--- config.mk ---
export PLATFORM = sky130hd
export DESIGN_NAME = divider
export DESIGN_NICKNAME = d
export VERILOG_FILES = /design/src/rtl/divider_pkg.sv /design/src/rtl/divider.sv
export SDC_FILE = /design/constraint.sdc
export NUM_CORES = 1
export LEC_CHECK = 0
export ABC_AREA = 1
export CAP_MARGIN = 0
export CORE_AREA = 3 3 178 180
export CTS_BUF_LIST = sky130_fd_sc_hd__clkbuf_16
export CTS_CLUSTER_SIZE = 40
export DETAILED_ROUTE_END_ITERATION = 8
export DIE_AREA = 0 0 181 183
export MAX_ROUTING_LAYER = met4
export PLACE_DENSITY = 0.63
export RECOVER_POWER = 25
export SLEW_MARGIN = 40
export SYNTH_ARGS = -nofsm -noshare
export SYNTH_HDL_FRONTEND = slang
export SYNTH_SLANG_ARGS = --single-unit
--- constraint.sdc ---
create_clock -name clock -period 2.2 [get_ports clock]
set_clock_uncertainty 0.05 [all_clocks]
set_input_delay 0.22 -clock clock [delete_from_list [all_inputs] [get_ports clock]]
set_output_delay 0.22 -clock clock [all_outputs]
set_load 0.02 [all_outputs]
--- src/rtl/divider_pkg.sv ---
// Shared core execute-stage types.
//   mult_type_t : operation select for the pipelined multiplier
//   div_type_t  : operation select for the iterative divider
//   micro_op_t  : decoded micro-op carried down the execute stage
package divider_pkg;

    localparam int unsigned XLEN          = 32;
    localparam int unsigned CORE_TAG_BITS = 6;

    typedef enum logic [1:0] {
        MUL    = 2'd0,
        MULH   = 2'd1,
        MULHSU = 2'd2,
        MULHU  = 2'd3
    } mult_type_t;

    typedef enum logic [1:0] {
        DIV  = 2'd0,
        DIVU = 2'd1,
        REM  = 2'd2,
        REMU = 2'd3
    } div_type_t;

    typedef struct packed {
        logic [CORE_TAG_BITS-1:0] tag;
        mult_type_t               mult_type;
        div_type_t                div_type;
        logic [XLEN-1:0]          rs1;
        logic [XLEN-1:0]          rs2;
    } micro_op_t;

endpackage

--- src/rtl/divider.sv ---
// Iterative radix-2 restoring divider for DIV/DIVU/REM/REMU.
// One operation per in_valid/in_ready handshake; 32 shift/subtract cycles
// plus one sign-fix cycle; result held under out_valid/out_ready.
// Ports:
//   clock, reset (async, active-low), flush (sync kill of op in flight)
//   in_valid/in_ready, div_type, in1 (dividend), in2 (divisor), in_tag
//   out_valid/out_ready, out (quotient or remainder), out_tag
module divider
    import divider_pkg::*;
#(
    parameter int unsigned TAG_WIDTH = 6
) (
    input  logic                 clock,
    input  logic                 reset,
    input  logic                 flush,
    input  logic                 in_valid,
    output logic                 in_ready,
    input  div_type_t            div_type,
    input  logic [31:0]          in1,
    input  logic [31:0]          in2,
    input  logic [TAG_WIDTH-1:0] in_tag,
    output logic                 out_valid,
    input  logic                 out_ready,
    output logic [31:0]          out,
    output logic [TAG_WIDTH-1:0] out_tag
);

    typedef enum logic [1:0] {
        IDLE = 2'd0,
        CALC = 2'd1,
        FIX  = 2'd2,
        DONE = 2'd3
    } state_t;

    state_t                 state_q, state_d;
    logic [4:0]             cnt_q, cnt_d;
    logic [31:0]            rem_q, rem_d;
    logic [31:0]            quo_q, quo_d;
    logic [31:0]            divisor_q, divisor_d;
    div_type_t              type_q, type_d;
    logic [TAG_WIDTH-1:0]   tag_q, tag_d;
    logic                   neg_quo_q, neg_quo_d;
    logic                   neg_rem_q, neg_rem_d;
    logic [31:0]            out_q, out_d;
    logic [TAG_WIDTH-1:0]   out_tag_q, out_tag_d;

    logic        signed_op, is_div_in, a_neg, b_neg;
    logic [31:0] abs_a, abs_b;
    logic [32:0] shifted, trial;
    logic [31:0] quo_fix, rem_fix;

    assign in_ready  = (state_q == IDLE) && reset;
    assign out_valid = (state_q == DONE);
    assign out       = out_q;
    assign out_tag   = out_tag_q;

    always_comb begin
        state_d   = state_q;
        cnt_d     = cnt_q;
        rem_d     = rem_q;
        quo_d     = quo_q;
        divisor_d = divisor_q;
        type_d    = type_q;
        tag_d     = tag_q;
        neg_quo_d = neg_quo_q;
        neg_rem_d = neg_rem_q;
        out_d     = out_q;
        out_tag_d = out_tag_q;

        signed_op = (div_type == DIV) || (div_type == REM);
        is_div_in = (div_type == DIV) || (div_type == DIVU);
        a_neg     = signed_op && in1[31];
        b_neg     = signed_op && in2[31];
        abs_a     = a_neg ? (32'd0 - in1) : in1;
        abs_b     = b_neg ? (32'd0 - in2) : in2;

        // rem < divisor always holds, so the shifted partial remainder fits
        // in 33 bits and bit 32 of the difference is its sign.
        shifted   = {rem_q, quo_q[31]};
        trial     = shifted - {1'b0, divisor_q};

        quo_fix   = neg_quo_q ? (32'd0 - quo_q) : quo_q;
        rem_fix   = neg_rem_q ? (32'd0 - rem_q) : rem_q;

        case (state_q)
            IDLE: begin
                if (in_valid && in_ready && !flush) begin
                    type_d    = div_type;
                    tag_d     = in_tag;
                    neg_quo_d = a_neg ^ b_neg;
                    neg_rem_d = a_neg;
                    divisor_d = abs_b;
                    quo_d     = abs_a;
                    rem_d     = '0;
                    cnt_d     = '0;
                    if (in2 == '0) begin
                        out_d     = is_div_in ? '1 : in1;
                        out_tag_d = in_tag;
                        state_d   = DONE;
                    end else if (signed_op && (in1 == 32'h8000_0000) && (in2 == '1)) begin
                        out_d     = is_div_in ? 32'h8000_0000 : '0;
                        out_tag_d = in_tag;
                        state_d   = DONE;
                    end else begin
                        state_d = CALC;
                    end
                end
            end
            CALC: begin
                if (trial[32]) begin
                    rem_d = shifted[31:0];
                    quo_d = {quo_q[30:0], 1'b0};
                end else begin
                    rem_d = trial[31:0];
                    quo_d = {quo_q[30:0], 1'b1};
                end
                cnt_d = cnt_q + 5'd1;
                if (cnt_q == 5'd31) begin
                    state_d = FIX;
                end
            end
            FIX: begin
                out_d     = ((type_q == DIV) || (type_q == DIVU)) ? quo_fix : rem_fix;
                out_tag_d = tag_q;
                state_d   = DONE;
            end
            DONE: begin
                if (out_ready) begin
                    state_d = IDLE;
                end
            end
            default: state_d = IDLE;
        endcase

        if (flush) begin
            state_d   = IDLE;
            out_d     = out_q;
            out_tag_d = out_tag_q;
        end
    end

    always_ff @(posedge clock or negedge reset) begin
        if (!reset) begin
            state_q   <= IDLE;
            cnt_q     <= '0;
            rem_q     <= '0;
            quo_q     <= '0;
            divisor_q <= '0;
            type_q    <= DIV;
            tag_q     <= '0;
            neg_quo_q <= 1'b0;
            neg_rem_q <= 1'b0;
            out_q     <= '0;
            out_tag_q <= '0;
        end else begin
            state_q   <= state_d;
            cnt_q     <= cnt_d;
            rem_q     <= rem_d;
            quo_q     <= quo_d;
            divisor_q <= divisor_d;
            type_q    <= type_d;
            tag_q     <= tag_d;
            neg_quo_q <= neg_quo_d;
            neg_rem_q <= neg_rem_d;
            out_q     <= out_d;
            out_tag_q <= out_tag_d;
        end
    end

endmodule

# == Word-level counts from Yosys, hierarchy flattened ==
# Cells that the tools add are included.
# classes
addsub,6
eq_ne,14
n_mux,30
n_bitwise,2
n_reduce_logical,21
# ops
operator,count
$mux 32,13
$pmux 32 s2,3
$sub 1x32->32 const A,4
$eq 32x32->1 const B,2
$sub 33x32->33,1
$logic_not 32->1,1
$mux 6,3
$mux 2,6
$pmux 6 s2,1
$pmux 5 s2,1
$pmux 2 s4,1
$logic_and 1x1->1,7
$eq 2x1->1 const B,3
$eq 2x2->1 const B,3
$logic_not 2->1,3
$ne 3x2->1 const B,2
$add 5x1->5 const B,1
$eq 5x5->1 const B,1
$mux 5,1
$reduce_and 2->1,2
$reduce_and 4->1,1
$reduce_bool 2->1,2
$logic_or 1x1->1,3
$ne 3x1->1 const B,1
7 further kinds,7
# word_totals
regBits,151
in_bits,77
out_inout_bits,40
wordCells,84

# == Longest topological paths before layout ==
# logic_depth
ltp_word,9
ltp_mapped,18
ltp_nobuf,17

# == Worst setup path before layout ==
# OpenSTA, ideal clock, no wires.
# synth_timing
path_kind,flip-flop to flip-flop
startpoint,register quo_q[31]
endpoint,register rem_q[5]
setup_ns,0.117
t_arrival_ns,2.106
t_required_ns,2.033
setup_slack_ns,-0.073
path_stages_with_launch,19
period_less_slack_ns,2.273
cell_sequence,dfrtp_1 inv_1 ha_1 fa_1 inv_1 nand2_1 nand2_1 nand3_1 nand2_1 nand2_1 nand2_2 nand2_2 nand2_2 nand2_1 nand2_2 buf_6 nand2_1 nand3_1 nand2_1
# synth_via
elab_chain_len,3
# synth_rtl
item,line,text
"start, declared",divider.sv:38,"logic [31:0] quo_q, quo_d;"
"start signal, assigned",divider.sv:159,quo_q <= quo_d;
$sub 33x32->33,divider.sv:80,"trial = shifted - {1'b0, divisor_q};"
$mux 32,divider.sv:110,if (trial[32]) begin
$pmux 32 s2,divider.sv:85,case (state_q)
"end signal, assigned",divider.sv:158,rem_q <= rem_d;
"end, declared",divider.sv:37,"logic [31:0] rem_q, rem_d;"
# No other way between the ends.
# A chain may end at the register's enable or synchronous reset.

# == Final worst setup path ==
# layout_timing
startpoint,register divisor_q[28]
endpoint,register rem_q[20]
# layout_via
elab_chain_len,3
# layout_rtl
item,line,text
"start, declared",divider.sv:39,"logic [31:0] divisor_q, divisor_d;"
"start signal, assigned",divider.sv:160,divisor_q <= divisor_d;
$sub 33x32->33,divider.sv:80,
$mux 32,divider.sv:110,
$pmux 32 s2,divider.sv:85,
# No other way between the ends.

==> metrics <==
Root Buffer Master=clkbuf_16; Main synth FF type=dfrtp_1; fmax=421 MHz; CP required=2.53 ns; cell area after synthesis=13,600 sq um; antenna-violating nets left=0; final total power=17.3 mW; Initial Utilization=0.447; Yosys reg bits=150; DRC errors left=0; FF-to-FF path depth=15; die area=33,100 sq um; Psw=7.99 mW; row count=64; drt first pass iters=5; storage element area=3760 sq um; Worst Path Arrival=2.70 ns; R2R setup slack=-0.17 ns; antenna violations before repair=0; Die H=183 um; Reg clk slew, reported paths=0.07 ns; Area contributors post-synth=dfrtp_1 (28%), nand2_1 (22%), nand3_1 (7.8%); min-delay worst type=in -> reg; CP peak stage delay=0.43 ns; Max Root-Sink Buffers=2; critical path startpoint category=flip-flop; critical path class=reg -> reg; Mapped Nets=2,365; Hold Vio Cnt, Final=0; status=finished, violations left; uppermost layer routed=met4; CTS tree=done; worst slew pin tran=1.47 ns; setup ws final=-0.173 ns; vias in the first global route=15,000; area delta synth->final=39.8%; biggest area consumer among synthesized cells=dfrtp_1; Max-Cap Viols=0; RR Startpoint=divisor_q[28]; Non-Filler Instances=3,074; Clk Latency, worst-skew pair=0.45 ns; RD Place Congestion=0.993; hold path cells=3; wire length per cell=16.5 um; routed vias=16,000; Synth top area share=0.276; fin crit share=1.08; antenna cells=0; GRT Total Usage=0.309; IO Pins=117; Hold Path Sink=tag_q[0]; Starting DRT DRC Count=1,325; met2 WL=23.4 mm; pwr/cell area=913 nW/um^2; Min-Delay Startpoint=in_tag[0]; fillcell total=2,924; combinational share of power=0.570; Post-Synthesis Cells=2,243; YS warnings=0; Post-synth top cells=nand2_1 (807), inv_1 (270), nand3_1 (211); Sw Ratio=0.461; routed wire length=50.8 mm; pre-CTS setup slack=-0.294 ns; DIE WIDTH=181 um; post-synth cell types=49; CTS Buf Count=17; fin area=19,000 sq um; global-route wire length before repair=79.4 mm; dpl cells=3,018; CORE AREA=30,300 sq um; hold slack=0.290 ns; failing checks=negative setup slack; DP Area=17,600 sq um; clock network fraction of total power=0.186; peak supply drop=0.834 mV; global route overflow=0; leakage power=9.99 nW; largest net degree at the start of global routing=100; post-DR vias/cell=5.22; Post-synth ARST share=1.00; CP Cell Sequence=inv_2, ha_1, nand2_1, nor2_2, and2_4, and2_1, nand2_4, buf_6, nand3_4, nand2_4, buf_6, buf_12, nand2_2, nand3_2, nand2_2; HPWL Detailed=39.7 mm; RSZ-0062 raised after global routing=true; fin util=0.626; Met1 Routed Length=23.3 mm; area used by multi-input combinational logic=8950 sq um; H-tree depth=4; RR Endpoint=rem_q[20]; number of synthesized flops with an enable pin=0; Clock Sinks=150; Internal Power=9.34 mW; layout cells sized above 1=0.218; critical path endpoint category=flip-flop; metal3 WL=2.69 mm; Final Setup Violations=33; share of power burned in registers=0.244; sequential fraction of the synthesis area=0.276; CP max FO=8; crit path time final=2.37 ns; Port-buffer cells=116; nets@finish=2,787; count leader, synth=nand2_1; Pins Over Slew Limit=0; setup_tns=-4.34 ns; Slew headroom=0.0187; Syn Area/Cell=6.05 sq um; CP max-delay cell=dfrtp_2
-- cells in the final DEF, fill, tap and decap left out, types with 23 or more instances in the layout --
cell	netlist	routed
clkdlybuf4s50_1	0	114
dfrtp_1	150	147
nor2_2	27	32
o21ai_0	144	141
xor2_1	36	36
a21oi_1	89	85
ha_1	44	32
nand3_1	211	192
nand2_1	807	768
nand3_2	7	23
inv_1	270	250
nand2_2	13	43
nor2_1	195	186
inv_2	8	23
buf_4	5	328
nand4_1	37	37
-- cell families (layout without fill, tap and decap cells) --
| kind of cell | after synthesis | in the layout | share of synthesized area |
|---|---|---|---|
| and+or+nand+nor | 1353 | 1354 | 0.426 |
| buffers and inverters | 350 | 784 | 0.103 |
| AOI/OAI and AO/OA | 294 | 294 | 0.119 |
| DFF | 150 | 150 | 0.276 |
| xor gates and xnor gates | 51 | 51 | 0.0329 |
| adders and majority gates | 45 | 45 | 0.0420 |
-- state kept, by name, summed over array words and instances (netlist names), 2 cells and up --
name and count:
cnt_q 5, quo_q 32, tag_q 6, divisor_q 32, state_q 2, rem_q 32, out 32, out_tag 6
-- power groups by stage --
stage          sequential, mW  combinational [mW]  clock [mW]
2_1_floorplan            4.19                5.16           0
3_3_place_gp             4.20                9.20           0
3_5_place_dp             4.22                9.28           0
4_1_cts                  4.21                9.52        3.26
5_1_grt                  4.32                10.9        3.38
6_report                 4.23                9.88        3.22
-- per-layer routing --
layer	GRT usage	vias to the layer above
met2	0.491	517
met3	0.0272	75
met4	0.0969	0
met1	0.423	7434
met5	-	-
li1	-	8017
-- final cells by class --
class / instances / area share
Inverter: 280 / 0.0561
Sequential cell: 150 / 0.198
Clock buffer: 17 / 0.0224
Multi-Input combinational cell: 1744 / 0.471
Clock inverter: 15 / 0.0109
Tap cell: 396 / 0.0261
Timing Repair Buffer: 472 / 0.215
-- worst max path at each step --
stage                  startpoint  slack [ns]  cells past startpoint        end
floorplan               quo_q[31]      -0.002                     18  rem_q[21]
global placement           in1[1]       -0.23                     14     out[6]
detailed placement         in1[1]       -0.29                     14     out[6]
CTS                     quo_q[31]       -0.13                     19   rem_q[0]
global route         divisor_q[0]       -0.31                     18   rem_q[8]
finish              divisor_q[28]       -0.17                     15  rem_q[20]
-- what timing repair did --
| action | in CTS | in global routing |
|---|---|---|
| pin swaps | 20 | 18 |
| gates cloned | 5 | 0 |
| resized for setup | 67 | 78 |
| setup buffers | 18 | 2 |
| hold buffers | 1 | 0 |
| endpoints found under the setup margin | 40 | 59 |
| hold endpoints to repair | 150 | 0 |
-- critical path: cells and delay by family (launching register included) --
kind / cells / cell delay (ns)
flip-flops: 1 / 0.43
adder cells (fa/ha/maj): 1 / 0.30
buffers and inverters: 4 / 0.48
AND/OR/NAND/NOR: 10 / 1.02
No activity file was read; power rests on OpenSTA's default activity.
